## src/rtl/ifu_burst.sv

```systemverilog
// ifu_burst: instruction fetch unit that refills an instruction FIFO with
// AXI INCR read bursts and presents one instruction per cycle to the core.
// A redirect flushes the buffer and restarts fetching at a new PC. A burst
// that is already in flight is drained and its beats are discarded.
// Optional feature: define IFU_RRESP_CHK_EN to keep a per-entry error bit
// taken from rresp and report it on o_fetch_err.
module ifu_burst #(
    parameter int                   CPU_WIDTH  = 32,
    parameter int                   BURST_LEN  = 4,
    parameter int                   FIFO_DEPTH = 8,
    parameter logic [CPU_WIDTH-1:0] RESET_PC   = 'h8000_0000
) (
    input  logic                 i_clk,
    input  logic                 i_rst_n,

    input  logic                 i_redirect_valid,
    input  logic [CPU_WIDTH-1:0] i_redirect_pc,

    output logic                 o_post_valid,
    input  logic                 i_post_ready,
    output logic [CPU_WIDTH-1:0] o_instr,
    output logic [CPU_WIDTH-1:0] o_pc,
    output logic                 o_fetch_err,

    input  logic                 i_arready,
    output logic                 o_arvalid,
    output logic [CPU_WIDTH-1:0] o_araddr,
    output logic [3:0]           o_arid,
    output logic [7:0]           o_arlen,
    output logic [2:0]           o_arsize,
    output logic [1:0]           o_arburst,

    output logic                 o_rready,
    input  logic                 i_rvalid,
    input  logic [1:0]           i_rresp,
    input  logic [CPU_WIDTH-1:0] i_rdata,
    input  logic                 i_rlast,
    input  logic [3:0]           i_rid
);

    localparam int PTR_W = (FIFO_DEPTH > 1) ? $clog2(FIFO_DEPTH) : 1;
    localparam int CNT_W = $clog2(FIFO_DEPTH) + 1;
    localparam int BYTES = CPU_WIDTH / 8;

    localparam logic [CPU_WIDTH-1:0] BEAT_INC   = CPU_WIDTH'(BYTES);
    localparam logic [CPU_WIDTH-1:0] BURST_INC  = CPU_WIDTH'(BURST_LEN * BYTES);
    localparam logic [CNT_W-1:0]     FILL_LIMIT = CNT_W'(FIFO_DEPTH - BURST_LEN);
    localparam logic [CNT_W-1:0]     DEPTH_CNT  = CNT_W'(FIFO_DEPTH);
    localparam logic [PTR_W-1:0]     LAST_PTR   = PTR_W'(FIFO_DEPTH - 1);

    typedef enum logic [1:0] {
        IDLE  = 2'd0,
        ADDR  = 2'd1,
        DATA  = 2'd2,
        DRAIN = 2'd3
    } state_t;

    state_t               r_state;
    logic [CPU_WIDTH-1:0] r_fetchPc;
    logic [CPU_WIDTH-1:0] r_beatPc;
    logic [CPU_WIDTH-1:0] r_araddr;
    logic                 r_arvalid;
    logic                 r_rready;
    logic                 r_redirPending;

    logic [CPU_WIDTH-1:0] r_instrMem [FIFO_DEPTH];
    logic [CPU_WIDTH-1:0] r_pcMem    [FIFO_DEPTH];
    logic [PTR_W-1:0]     r_wrPtr;
    logic [PTR_W-1:0]     r_rdPtr;
    logic [CNT_W-1:0]     r_count;

    logic                 w_push;
    logic                 w_pop;
    logic                 w_flush;
    logic                 w_hasSpace;
    logic                 w_unused;

    assign w_hasSpace = (r_count <= FILL_LIMIT);
    assign w_push     = (r_state == DATA) && i_rvalid && !i_redirect_valid;
    assign w_pop      = o_post_valid && i_post_ready;
    assign w_flush    = i_redirect_valid;

    assign o_arvalid  = r_arvalid;
    assign o_araddr   = r_araddr;
    assign o_arid     = 4'h0;
    assign o_arlen    = 8'(BURST_LEN - 1);
    assign o_arsize   = 3'($clog2(BYTES));
    assign o_arburst  = 2'b01;
    assign o_rready   = r_rready;

    assign o_post_valid = (r_count != '0);
    assign o_instr      = r_instrMem[r_rdPtr];
    assign o_pc         = r_pcMem[r_rdPtr];

    // Fetch sequencer: issues one burst at a time, tracks the fetch and beat PCs, and drains abandoned bursts
    always_ff @(posedge i_clk or negedge i_rst_n) begin
        if (!i_rst_n) begin
            r_state        <= IDLE;
            r_fetchPc      <= RESET_PC;
            r_beatPc       <= '0;
            r_araddr       <= '0;
            r_arvalid      <= 1'b0;
            r_rready       <= 1'b0;
            r_redirPending <= 1'b0;
        end else begin
            case (r_state)
                IDLE: begin
                    if (i_redirect_valid) begin
                        r_fetchPc <= i_redirect_pc;
                    end else if (w_hasSpace) begin
                        r_state   <= ADDR;
                        r_arvalid <= 1'b1;
                        r_araddr  <= r_fetchPc;
                    end
                end
                ADDR: begin
                    if (i_redirect_valid) begin
                        r_fetchPc <= i_redirect_pc;
                    end
                    if (r_arvalid && i_arready) begin
                        r_arvalid      <= 1'b0;
                        r_rready       <= 1'b1;
                        r_redirPending <= 1'b0;
                        if (i_redirect_valid || r_redirPending) begin
                            r_state <= DRAIN;
                        end else begin
                            r_state   <= DATA;
                            r_fetchPc <= r_fetchPc + BURST_INC;
                            r_beatPc  <= r_araddr;
                        end
                    end else if (i_redirect_valid) begin
                        r_redirPending <= 1'b1;
                    end
                end
                DATA: begin
                    if (i_redirect_valid) begin
                        r_fetchPc <= i_redirect_pc;
                        if (i_rvalid && i_rlast) begin
                            r_state  <= IDLE;
                            r_rready <= 1'b0;
                        end else begin
                            r_state <= DRAIN;
                        end
                    end else if (i_rvalid) begin
                        r_beatPc <= r_beatPc + BEAT_INC;
                        if (i_rlast) begin
                            r_state  <= IDLE;
                            r_rready <= 1'b0;
                        end
                    end
                end
                DRAIN: begin
                    if (i_redirect_valid) begin
                        r_fetchPc <= i_redirect_pc;
                    end
                    if (i_rvalid && i_rlast) begin
                        r_state  <= IDLE;
                        r_rready <= 1'b0;
                    end
                end
                default: begin
                    r_state   <= IDLE;
                    r_arvalid <= 1'b0;
                    r_rready  <= 1'b0;
                end
            endcase
        end
    end

    // Buffer bookkeeping: a redirect empties the buffer and takes priority over any push or pop in that cycle
    always_ff @(posedge i_clk or negedge i_rst_n) begin
        if (!i_rst_n) begin
            r_wrPtr <= '0;
            r_rdPtr <= '0;
            r_count <= '0;
        end else if (w_flush) begin
            r_wrPtr <= '0;
            r_rdPtr <= '0;
            r_count <= '0;
        end else begin
            if (w_push) begin
                r_wrPtr <= (r_wrPtr == LAST_PTR) ? '0 : r_wrPtr + PTR_W'(1);
            end
            if (w_pop) begin
                r_rdPtr <= (r_rdPtr == LAST_PTR) ? '0 : r_rdPtr + PTR_W'(1);
            end
            case ({w_push, w_pop})
                2'b10:   r_count <= r_count + CNT_W'(1);
                2'b01:   r_count <= r_count - CNT_W'(1);
                default: r_count <= r_count;
            endcase
        end
    end

    // Buffer storage: write the accepted beat and its address at the tail
    always_ff @(posedge i_clk) begin
        if (w_push) begin
            r_instrMem[r_wrPtr] <= i_rdata;
            r_pcMem[r_wrPtr]    <= r_beatPc;
        end
    end

`ifdef IFU_RRESP_CHK_EN
    logic r_errMem [FIFO_DEPTH];

    // Error storage: remember which beats came back with a non-OKAY response
    always_ff @(posedge i_clk) begin
        if (w_push) begin
            r_errMem[r_wrPtr] <= (i_rresp != 2'b00);
        end
    end

    assign o_fetch_err = o_post_valid && r_errMem[r_rdPtr];
    assign w_unused    = ^i_rid;
`else
    assign o_fetch_err = 1'b0;
    assign w_unused    = ^{i_rid, i_rresp};
`endif

`ifndef SYNTHESIS
    // Overflow guard: the space check before each burst must make a push into a full buffer impossible
    always_ff @(posedge i_clk) begin
        if (i_rst_n) begin
            assert (!(w_push && (r_count == DEPTH_CNT)));
        end
    end
`endif

endmodule

```

## config.mk

```make
export PLATFORM = sky130hd
export DESIGN_NAME = ifu_burst
export DESIGN_NICKNAME = d
export VERILOG_FILES = /design/src/rtl/ifu_burst.sv
export SDC_FILE = /design/constraint.sdc
export NUM_CORES = 1
export LEC_CHECK = 0
export CAP_MARGIN = 10
export CORE_UTILIZATION = 55
export DETAILED_ROUTE_END_ITERATION = 10
export PLACE_DENSITY = 0.78
export SLEW_MARGIN = 20
export SYNTH_ARGS = -nofsm -noshare
export SYNTH_HDL_FRONTEND = slang
export SYNTH_SLANG_ARGS = --single-unit
export TNS_END_PERCENT = 50
```

## constraint.sdc

```tcl
create_clock -name i_clk -period 11.9 [get_ports i_clk]
set_input_delay 1.19 -clock i_clk [delete_from_list [all_inputs] [get_ports i_clk]]
set_output_delay 1.19 -clock i_clk [all_outputs]
set_load 0.01 [all_outputs]
```

# Yosys cells after proc, flatten, opt, wreduce, memory -nomap -nowiden
# Memory sizes are Yosys's and may differ from the RTL's.
# Cells that the tools add are included.
[classes]
n_addsub = 6
order_cmp = 1
n_eq_ne = 16
muxes = 41
n_bitwise = 1
reduce_logical = 23
[op_table]
columns = ["cell", "count"]
rows = [
  ["two-way mux 32 bit", 7],
  ["one-hot mux 32 bit (2 select lines)", 2],
  ["adder 32 x 3 -> 32 bit (second input constant)", 1],
  ["adder 32 x 5 -> 32 bit (second input constant)", 1],
  ["two-way mux 3 bit", 6],
  ["two-way mux 2 bit", 8],
  ["inequality test 2 bit (second input constant)", 7],
  ["two-way mux 1 bit", 13],
  ["nonzero test 2 bit", 5],
  ["one-hot mux 2 bit (4 select lines)", 1],
  ["one-hot mux 4 bit (2 select lines)", 1],
  ["AND reduction 4 bit", 2],
  ["adder 3 x 1 -> 3 bit (second input constant)", 2],
  ["== test 2 bit (second input constant)", 3],
  ["== test 3 bit (second input constant)", 2],
  ["inequality test 3 bit (second input constant)", 2],
  ["AND reduction 6 bit", 1],
  ["nonzero test 3 bit", 2],
  ["logical AND 1 bit", 5],
  ["AND reduction 5 bit", 1],
  ["adder 4 x 1 -> 4 bit (second input constant)", 1],
  ["== test 2 x 1 -> 1 bit (second input constant)", 2],
  ["less-or-equal comparator 4 x 3 -> 1 bit (second input constant)", 1],
  ["two-way mux 4 bit", 1],
  ["11 further kinds", 11],
]
[totals]
regBits = 111
ram_bits = 512
inputBits = 77
out_inout_bits = 117
word_cells = 100
memories = 2
[memory_table]
columns = ["name", "words", "width", "rd", "rd_clocked_by_memory_dff", "wr", "line_no", "rtl"]
rows = [
  ["r_instrMem", 8, 32, 1, 0, 1, "66", "logic [CPU_WIDTH-1:0] r_instrMem [FIFO_DEPTH];"],
  ["r_pcMem", 8, 32, 1, 0, 1, "67", "logic [CPU_WIDTH-1:0] r_pcMem [FIFO_DEPTH];"],
]

# Depth between registers and ports, before layout
# Gate-level depths: netlist of the first run.
[logic_depth]
ltp_word = 6
mapped_depth = 9

# Worst setup path before layout of the first run
# Ideal clock, no wire load.
[synth_timing]
kind = "input to register"
start = "in i_redirect_valid"
end = "mem r_instrMem[4][0] (enable)"
setup_time_ps = 666
arrival_ps = 8350
required_ps = 11234
path_slack_ps = 2883
stages = 4
path_buffers = 2
path_cell_list = "clkbuf_1 nand4bb_1 clkbuf_1 nor4b_1"
[synth_via]
elab_chain_cells = 4
[synth_rtl]
columns = ["element", "line_no", "rtl"]
rows = [
  ["start, declared", "16", "input logic i_redirect_valid,"],
  ["zero test 1 bit", "79", "assign w_push = (r_state == DATA) && i_rvalid && !i_redirect_valid;"],
  ["logical AND 1 bit", "79", ""],
  ["two-way mux 1 bit", "197", "if (w_push) begin"],
  ["two-way mux 1 bit (implied by the code)", "198", "r_instrMem[r_wrPtr] <= i_rdata;"],
  ["end, declared", "66", ""],
]
# No other way between the ends.

# Worst setup path after layout of the first run
[layout_timing]
start = "reg r_rdPtr[0]"
end = "out o_pc[20]"
[layout_via]
elab_chain_cells = 1
[layout_rtl]
columns = ["element", "line_no", "rtl"]
rows = [
  ["start, declared", "69", "logic [PTR_W-1:0] r_rdPtr;"],
  ["start signal, assigned", "185", "r_rdPtr <= (r_rdPtr == LAST_PTR) ? '0 : r_rdPtr + PTR_W'(1);"],
  ["memory read (8 x 32 bit)", "n/a", ""],
  ["end, declared", "22", "output logic [CPU_WIDTH-1:0] o_pc,"],
]
# No other way between the ends.

==> results.toml, run 1 <==
[clock_network]
cts_buffers = 59
cts_tree = "done"
clock_latency_ps = 620
cts-hold-fix-buffers = 0
post_cts_buffers = 0
htree_levels = 2
cts_resized = 0
cts.clk_slew.worst_paths_ps = 60
clockRootBuffer = "clkbuf_16"
cts.sinks = 623
clockBufferDepth = 3

[cells_and_area]
syn_to_final_growth_pct = 16.8
final_cell_mix = "edfxtp_1 (512), clkdlybuf4s50_1 (167), mux4_2 (128), dfrtp_1 (107), mux2_2 (100)"
mostFrequentLayoutCell = "edfxtp_1"
nNetsFinal = 1646
layout-drive-gt1-share_pct = 22.3
antenna_cells = 0

[status]
status = "complete, no violations"

[routing]
ant_nets = 0
dr.pass1.iters = 7
num_vias = 13600
wire_per_inst_um = 23.7
routed_wl_um = 52500
drtIter0Drc = 1076
post-route-drc-count = 0
avgViaCountPerCell = 6.14

[setup_path]
startpoint_type = "register"
cp_max_fo = 43
worstPathArrival_ps = 4550
crit_path_max_incr_delay_ps = 920
crit_type = "reg -> out"
worstPathCellList = "buf_4 -> buf_4 -> buf_16 -> mux4_2 -> mux2_2 -> clkdlybuf4s50_1"
r2r_start = "r_state[1]"
cp-end-kind = "output port"
critPathLaunch = "r_rdPtr[0]"
critPathRequiredTime_ps = 10710
critical-path-slowest-cell = "dfrtp_4"
r2r_slack_ps = 8010
rr_worst_depth = 4
crit_path_frequent_cell = "buf_4"
reg2reg_to = "r_pcMem[5][19]"

[logic_synthesis]
synth_edf_count = 512
ys_seq_elements = 623
synthXorXnorAreaFrac_pct = 0.312
synth_simple_gate_area_share_pct = 5.53
synth_warnings = 0
async_reset_ff_share_pct = 17.8
synthCells = 1392
synth_cell_type_count = 69
synth_compound_area_share_pct = 3.89
synthMuxAreaShare_pct = 16.1
synth_top_family_by_area = "multiplexers"
syn_area_per_cell_um2 = 18.2
synthFlopType = "edfxtp_1"
synth_seq_area_share_pct = 71.8
synthAdderAreaFrac_pct = 0.396
syn-cell-area_mm2 = 0.0253

[global_routing]
grt_pass1_wl_um = 80800
grt_max_degree = 74
grt_pass1_vias = 13900
antenna_found_initial = 1
grt_util_all_layers_pct = 22.7
grt.overflow.total = 0

[floorplanning]
rows = 78
fp.dieH_um = 216
io_pins = 194
start_util_pct = 55.7
coreArea_mm2 = 0.0454
die_area_mm2 = 0.0469
die_w_um = 216

[sta]
relSlewSlack_pct = 27.4
worst_pin_slew_ps = 1090
fin_setup_tns_ps = 0
fin_hold_ws_ps = 512
fin_skew_ps = 18.0
fmax_mhz = 174
final-setup-viol-count = 0
layout_setup_ws_ps = 6160
min_period_ps = 5740
rsz0062_at_grt = "false"
finalHoldViolations = 0
finalCritPeriodShare_pct = 48.3
finalMaxSlewViolations = 0

[hold_path]
hold_path_depth = 2
min-delay-start = "r_fetchPc[31]"
hp-class = "reg -> reg"
holdPathEnd = "r_fetchPc[31]"

[power]
sw_frac_of_total_pct = 24.8
p_clk_share_pct = 34.7
ir_drop_uv = 121
internal_power_mw = 4.05
power.leakage_nw = 9.58
combinationalPowerShare_pct = 12.7
p_per_area_mw_per_mm2 = 182
power_frac_seq_pct = 52.6
switchingPower_mw = 1.33

[place]
routabilityCongestion = 0.858
dpl_worst_slack_ps = 6400
io_buffer_count = 169
dp_hpwl_um = 29000

[run]
drv_cap = 0
-- routing by layer --
| metal | GRT usage [%] | vias to the layer above | wire (um) |
|---|---|---|---|
| li1 | - | 6007 | - |
| met3 | 3.90 | 73 | 3270 |
| met4 | 5.26 | 2 | 924 |
| met1 | 31.9 | 6952 | 22100 |
| met2 | 37.5 | 551 | 26100 |
| met5 | 0 | - | 13 |
-- synthesized netlist by cell type (8+ instances only) --
cell type,count,area share [%]
edfxtp_1,512,61
mux4_2,128,11
dfrtp_1,110,11
mux2_2,100,4.5
nand2_1,54,0.80
clkbuf_1,53,0.79
nor2_1,42,0.62
o21ai_0,32,0.63
nand3_1,31,0.61
a21oi_1,29,0.57
nor3_1,23,0.45
nor4_1,19,0.47
buf_4,18,0.53
nand4_1,18,0.45
buf_2,17,0.34
or4_1,17,0.50
a31oi_1,16,0.40
and4_1,15,0.52
inv_1,10,0.15
o31ai_1,9,0.27
buf_1,8,0.12
ha_1,8,0.40
o211ai_1,8,0.24
-- cell families (layout without fill, tap and decap cells) --
group / Yosys count / after routing
muxes: 234 / 234
adders and majority gates: 8 / 8
buffers and inverters: 109 / 312
other: 2 / 18
xor gates and xnor gates: 9 / 9
and+or+nand+nor: 258 / 258
AOI/OAI and AO/OA: 149 / 149
DFF: 623 / 623
-- stage by stage --
| stage | utilization (%) | cells | power, mW | cell area, um2 |
|---|---|---|---|---|
| 6_report | 65.1 | 2211 | 5.39 | 29600 |
| 5_1_grt | 65.1 | 2211 | 5.59 | 29600 |
| 4_1_cts | 65.0 | 2210 | 5.41 | 29500 |
| 3_5_place_dp | 60.7 | 2099 | 3.55 | 27500 |
| 3_3_place_gp | 60.7 | 2099 | 3.52 | 27500 |
| 2_1_floorplan | - | 1408 | 3.18 | 25400 |
-- power groups by stage --
stage,Combinational (mW),Clock [mW],Sequential (mW)
after detailed placement,0.680,0,2.87
final,0.683,1.87,2.83
after global placement,0.666,0,2.86
after floorplan,0.411,0,2.77
after CTS,0.687,1.90,2.83
after global routing,0.738,1.99,2.86
-- final cells by class --
cell class / count / area (um2)
Sequential cell: 623 / 18200
Fill cell: 3019 / 15800
Multi-Input combinational cell: 676 / 6770
Timing Repair Buffer: 190 / 1860
Clock buffer: 73 / 1550
Tap cell: 600 / 751
Clock inverter: 38 / 414
Inverter: 11 / 41.3
-- worst max path at each step --
stage | endpoint | slack, ps | cells past startpoint
floorplan | r_instrMem[4][0] | 2880 | 4
global placement | o_pc[24] | 6420 | 5
detailed placement | o_pc[24] | 6400 | 5
CTS | o_pc[24] | 5760 | 5
global route | o_pc[21] | 5810 | 6
finish | o_pc[20] | 6160 | 6
-- registers in the layout, indices dropped and copies added, names as in the netlist, 2 cells and up --
signal      flops
r_wrPtr         3
r_state         2
r_instrMem    256
r_pcMem       256
r_fetchPc      32
r_rdPtr         3
r_beatPc       32
o_araddr       32
r_count         4
-- worst max-delay path: cells and delay by family (launching register included) --
kind     cells  cell delay (ps)
buf+inv      4             2080
flops        1              920
mux          2              830
Power figures use the tool's default switching activity.
==> run 2, diff against run 1 <==
Settings changed: CORE_UTILIZATION 55 to 53.
Clock period 11.9 ns to 5.15 ns, I/O delays scaled along.
==> run 2 against run 1 <==
  * The flow now finishes with violations (DRC)
  * Critical path depth fell by 2
  * Register-to-register slack got worse by 5700 ps
  * Worst setup slack worse by 4800 ps
  * Final area up 0.36%
  * Global-route usage is 1.0 points lower
  * Sequential share of layout area shrank 0.21 points
  * Routed wire length shrank 1.2%
  * Clock power is 130% higher
  * First-iteration DRC count grew 13%
  * Total power is 130% higher
  * Core utilization decreased by 1.8 points
  * Non-clock buffer count grew 2
  * Critical path type unchanged
  * Critical endpoint is now o_pc[31]
  * Largest cell class unchanged
  * Largest power group unchanged
==> results.toml, run 2 (same netlist as run 1, synthesis figures left out) <==
[sta]
relSlewSlack_pct = 26.5
fin_skew_ps = 16.5
finalMaxSlewViolations = 0
final-setup-viol-count = 0
fmax_mhz = 266
finalHoldViolations = 0
finalCritPeriodShare_pct = 73.1
fin_setup_tns_ps = 0
min_period_ps = 3760
fin_hold_ws_ps = 72.4
layout_setup_ws_ps = 1390
rsz0062_at_grt = "false"
worst_pin_slew_ps = 1090

[clock_network]
clock_latency_ps = 620
htree_levels = 2
clockBufferDepth = 3
cts_tree = "done"
post_cts_buffers = 0
cts-hold-fix-buffers = 0
cts.sinks = 623
cts.clk_slew.worst_paths_ps = 60
cts_resized = 0
cts_buffers = 60
clockRootBuffer = "clkbuf_16"

[global_routing]
antenna_found_initial = 0
grt_pass1_wl_um = 79800
grt.overflow.total = 0
grt_max_degree = 89
grt_pass1_vias = 14000
grt_util_all_layers_pct = 21.6

[run]
drv_cap = 0

[setup_path]
crit_type = "reg -> out"
worstPathArrival_ps = 3250
cp_top_family = "buffers and inverters"
cp_max_fo = 88
startpoint_type = "register"
critical-path-slowest-cell = "dfrtp_4"
crit_buf_inv = 2
crit_path_max_incr_delay_ps = 860
cp-end-kind = "output port"
worstPathCellList = "buf_12 -> mux4_2 -> mux2_2 -> clkdlybuf4s50_1"
critPathRequiredTime_ps = 4640

[cells_and_area]
nNetsFinal = 1649
syn_to_final_growth_pct = 17.2
fill_cells = 3210
instances_no_fill = 2220
regArea_mm2 = 0.0182
antenna_cells = 0
final_cell_mix = "edfxtp_1 (512), clkdlybuf4s50_1 (167), mux4_2 (128), dfrtp_1 (107), mux2_2 (100)"
top_regs = "r_instrMem x256, r_pcMem x256"
layout-drive-gt1-share_pct = 22.3
multi_input_area_mm2 = 0.00679
mostFrequentLayoutCell = "edfxtp_1"
final_util_pct = 63.3
postLayoutCellArea_mm2 = 0.0297

[place]
dpl_cell_area_mm2 = 0.0277
routabilityCongestion = 0.854
dp_hpwl_um = 28600
dpl_worst_slack_ps = 1870
dp_cells = 2109
io_buffer_count = 169

[hold_path]
hp-class = "in -> async"

[floorplanning]
die_area_mm2 = 0.0486
start_util_pct = 54.0
io_pins = 194
rows = 79
die_w_um = 220
fp.dieH_um = 220
coreArea_mm2 = 0.0469

[routing]
dr.pass1.iters = 8
post-route-drc-count = 12
routed_wl_um = 51800
avgViaCountPerCell = 6.15
ant_nets = 0
wire_per_inst_um = 23.4
drtIter0Drc = 1218
num_vias = 13600

[power]
finalPower_mw = 12.4
power.leakage_nw = 9.60
ir_drop_uv = 296
p_per_area_mw_per_mm2 = 417

[status]
failed_checks = "DRC"
status = "finished, violations left"
## run 2: changes by cell type in the layout (fill, tap and decap cells not counted), sizes merged
cell / change
clkbuf: +11
clkinvlp: -5
bufinv: -4
buf: +2
clkinv: -1
inv: -1
## run 2: final timing paths
| kind | endpoint | startpoint | slack, ps | depth (start not counted) |
|---|---|---|---|---|
| max | o_pc[31] | r_rdPtr[1] | 1390 | 4 |
| min | o_rready | i_rst_n | 70 | 1 |
| max reg2reg | r_fetchPc[27] | r_state[1] | 2330 | 4 |
| min reg2reg | r_fetchPc[2] | r_fetchPc[2] | 510 | 1 |
| max in group asynchronous | r_fetchPc[31] | i_rst_n | 4040 | 2 |
| min in group i_clk | r_count[1] | i_redirect_valid | 330 | 2 |
## run 2: area by class of cell
cell class                 count  area share [%]
clock inverter                27           0.869
sequential                   623            61.2
multi-input combinational    676            22.9
tap                          607            2.56
inverter                      11           0.139
timing repair buffer         192            6.68
clock buffer                  84            5.60
## run 2: report_power, final
group / total [mW] / switching [mW] / internal [mW]
clock network: 4.21 / 1.81 / 2.41
logic: 1.60 / 0.662 / 0.942
registers: 6.54 / 0.609 / 5.93
total: 12.4 / 3.08 / 9.28
## run 2: layer usage
metal / global-route usage (%) / wire length, um
met1: 30.1 / 21800
met2: 35.9 / 25600
met3: 3.84 / 3560
met4: 4.87 / 870
met5: 0 / 0
==> run 3, diff against run 2 <==
Settings changed: CORE_UTILIZATION 53 to 55.
Clock period 5.15 ns to 3.9 ns, I/O delays scaled along.
==> run 3 against run 2 <==
  * The flow now finishes without violations
  * Via count grew 2.0%
  * Clock skew grew 3.8 ps
  * First-iteration DRC count shrank 3.0%
  * Die area shrank 3.6%
  * Core utilization grew 2.5 points
  * Worst setup slack lost 950 ps
  * Critical path type unchanged
  * Largest cell class unchanged
  * Largest power group unchanged
==> results.toml, run 3 (same netlist as run 1, synthesis figures left out) <==
[clock_network]
cts.sinks = 623
clock_latency_ps = 620
cts_buffers = 59
cts-hold-fix-buffers = 1
clockRootBuffer = "clkbuf_16"
clockBufferDepth = 3
cts_resized = 0
post_cts_buffers = 0
htree_levels = 2
cts_tree = "done"
cts.clk_slew.worst_paths_ps = 60

[setup_path]
cp-end-kind = "output port"
critPathRequiredTime_ps = 3510
crit_type = "reg -> out"
worst-path-stages = 4
rr_worst_depth = 7
cp_top_family = "buffers and inverters"
critical-path-slowest-cell = "dfrtp_4"
crit_path_max_incr_delay_ps = 720
worstPathArrival_ps = 3070
r2r_start = "r_count[1]"
startpoint_type = "register"
r2r_slack_ps = 840
crit_buf_inv = 2
worstPathCellList = "buf_4 -> mux4_2 -> mux2_2 -> clkdlybuf4s50_1"
reg2reg_to = "r_count[3]"
cp_max_fo = 30

[run]
drv_cap = 0

[floorplanning]
rows = 78
die_area_mm2 = 0.0469
fp.dieH_um = 216
start_util_pct = 55.7
coreArea_mm2 = 0.0454
die_w_um = 216
io_pins = 194

[global_routing]
grt_pass1_wl_um = 82700
antenna_found_initial = 0
grt_pass1_vias = 14100
grt.overflow.total = 0
grt_util_all_layers_pct = 23.4
grt_max_degree = 65

[cells_and_area]
top_regs = "r_instrMem x256, r_pcMem x256"
final_util_pct = 65.8
antenna_cells = 0
nNetsFinal = 1661
layout-drive-gt1-share_pct = 23.2
syn_to_final_growth_pct = 18.1
final_cell_mix = "edfxtp_1 (512), clkdlybuf4s50_1 (167), mux4_2 (128), dfrtp_1 (107), mux2_2 (100)"
mostFrequentLayoutCell = "edfxtp_1"

[sta]
finalMaxSlewViolations = 0
fmax_mhz = 289
fin_skew_ps = 20.2
finalCritPeriodShare_pct = 88.8
fin_hold_ws_ps = 211
fin_setup_tns_ps = 0
min_period_ps = 3460
finalHoldViolations = 0
relSlewSlack_pct = 24.0
final-setup-viol-count = 0
worst_pin_slew_ps = 1130
rsz0062_at_grt = "false"

[place]
dp_hpwl_um = 29900
io_buffer_count = 169
routabilityCongestion = 0.877

[routing]
num_vias = 13900
wire_per_inst_um = 24.2
post-route-drc-count = 0
avgViaCountPerCell = 6.25
dr.pass1.iters = 7
ant_nets = 0
routed_wl_um = 54000
drtIter0Drc = 1182

[hold_path]
holdPathEnd = "r_count[1]"
min-delay-start = "i_redirect_valid"
hp-class = "in -> reg"
hold_path_depth = 2

[power]
power.leakage_nw = 9.70
finalPower_mw = 16.5
p_per_area_mw_per_mm2 = 553
ir_drop_uv = 381

[status]
status = "complete, no violations"
## run 3: worst max-delay path by stage
stage / from / to / slack (ps)
after detailed placement: i_rvalid / r_count[3] / 860
after floorplan: i_rvalid / r_instrMem[7][0] / -690
after CTS: r_rdPtr[1] / o_instr[22] / 400
after global routing: r_rdPtr[1] / o_instr[22] / 370
after global placement: i_rvalid / r_count[3] / 890
final: r_rdPtr[1] / o_instr[22] / 440
## run 3: metal layers
| layer | vias up | global-route usage (%) | share of wire, % |
|---|---|---|---|
| li1 | 6027 | - | - |
| met1 | 7200 | 32.5 | 41 |
| met2 | 605 | 39.1 | 50 |
| met3 | 85 | 3.96 | 6.7 |
| met4 | 0 | 5.54 | 2.0 |
| met5 | - | 0 | 0 |
## run 3: layout make-up
class	instances	area, um2
inverter	11	41.3
clock buffer	71	1600
multi-input combinational	676	6810
fill	2964	15500
clock inverter	39	374
timing repair buffer	205	2140
tap	600	751
sequential	623	18200
## run 3: report_power, final
| group | total [mW] | switching (mW) | internal, mW |
|---|---|---|---|
| clock network | 5.75 | 2.43 | 3.32 |
| registers | 8.63 | 0.801 | 7.83 |
| logic | 2.13 | 0.889 | 1.25 |
| total | 16.5 | 4.12 | 12.4 |
## run 3: metrics by stage
stage               area, um2  setup WS [ps]  cells
floorplan               25400           -694   1408
global placement        27900            893   2114
detailed placement      27900            860   2114
CTS                     29900            401   2225
global route            29900            372   2225
finish                  29900            438   2225
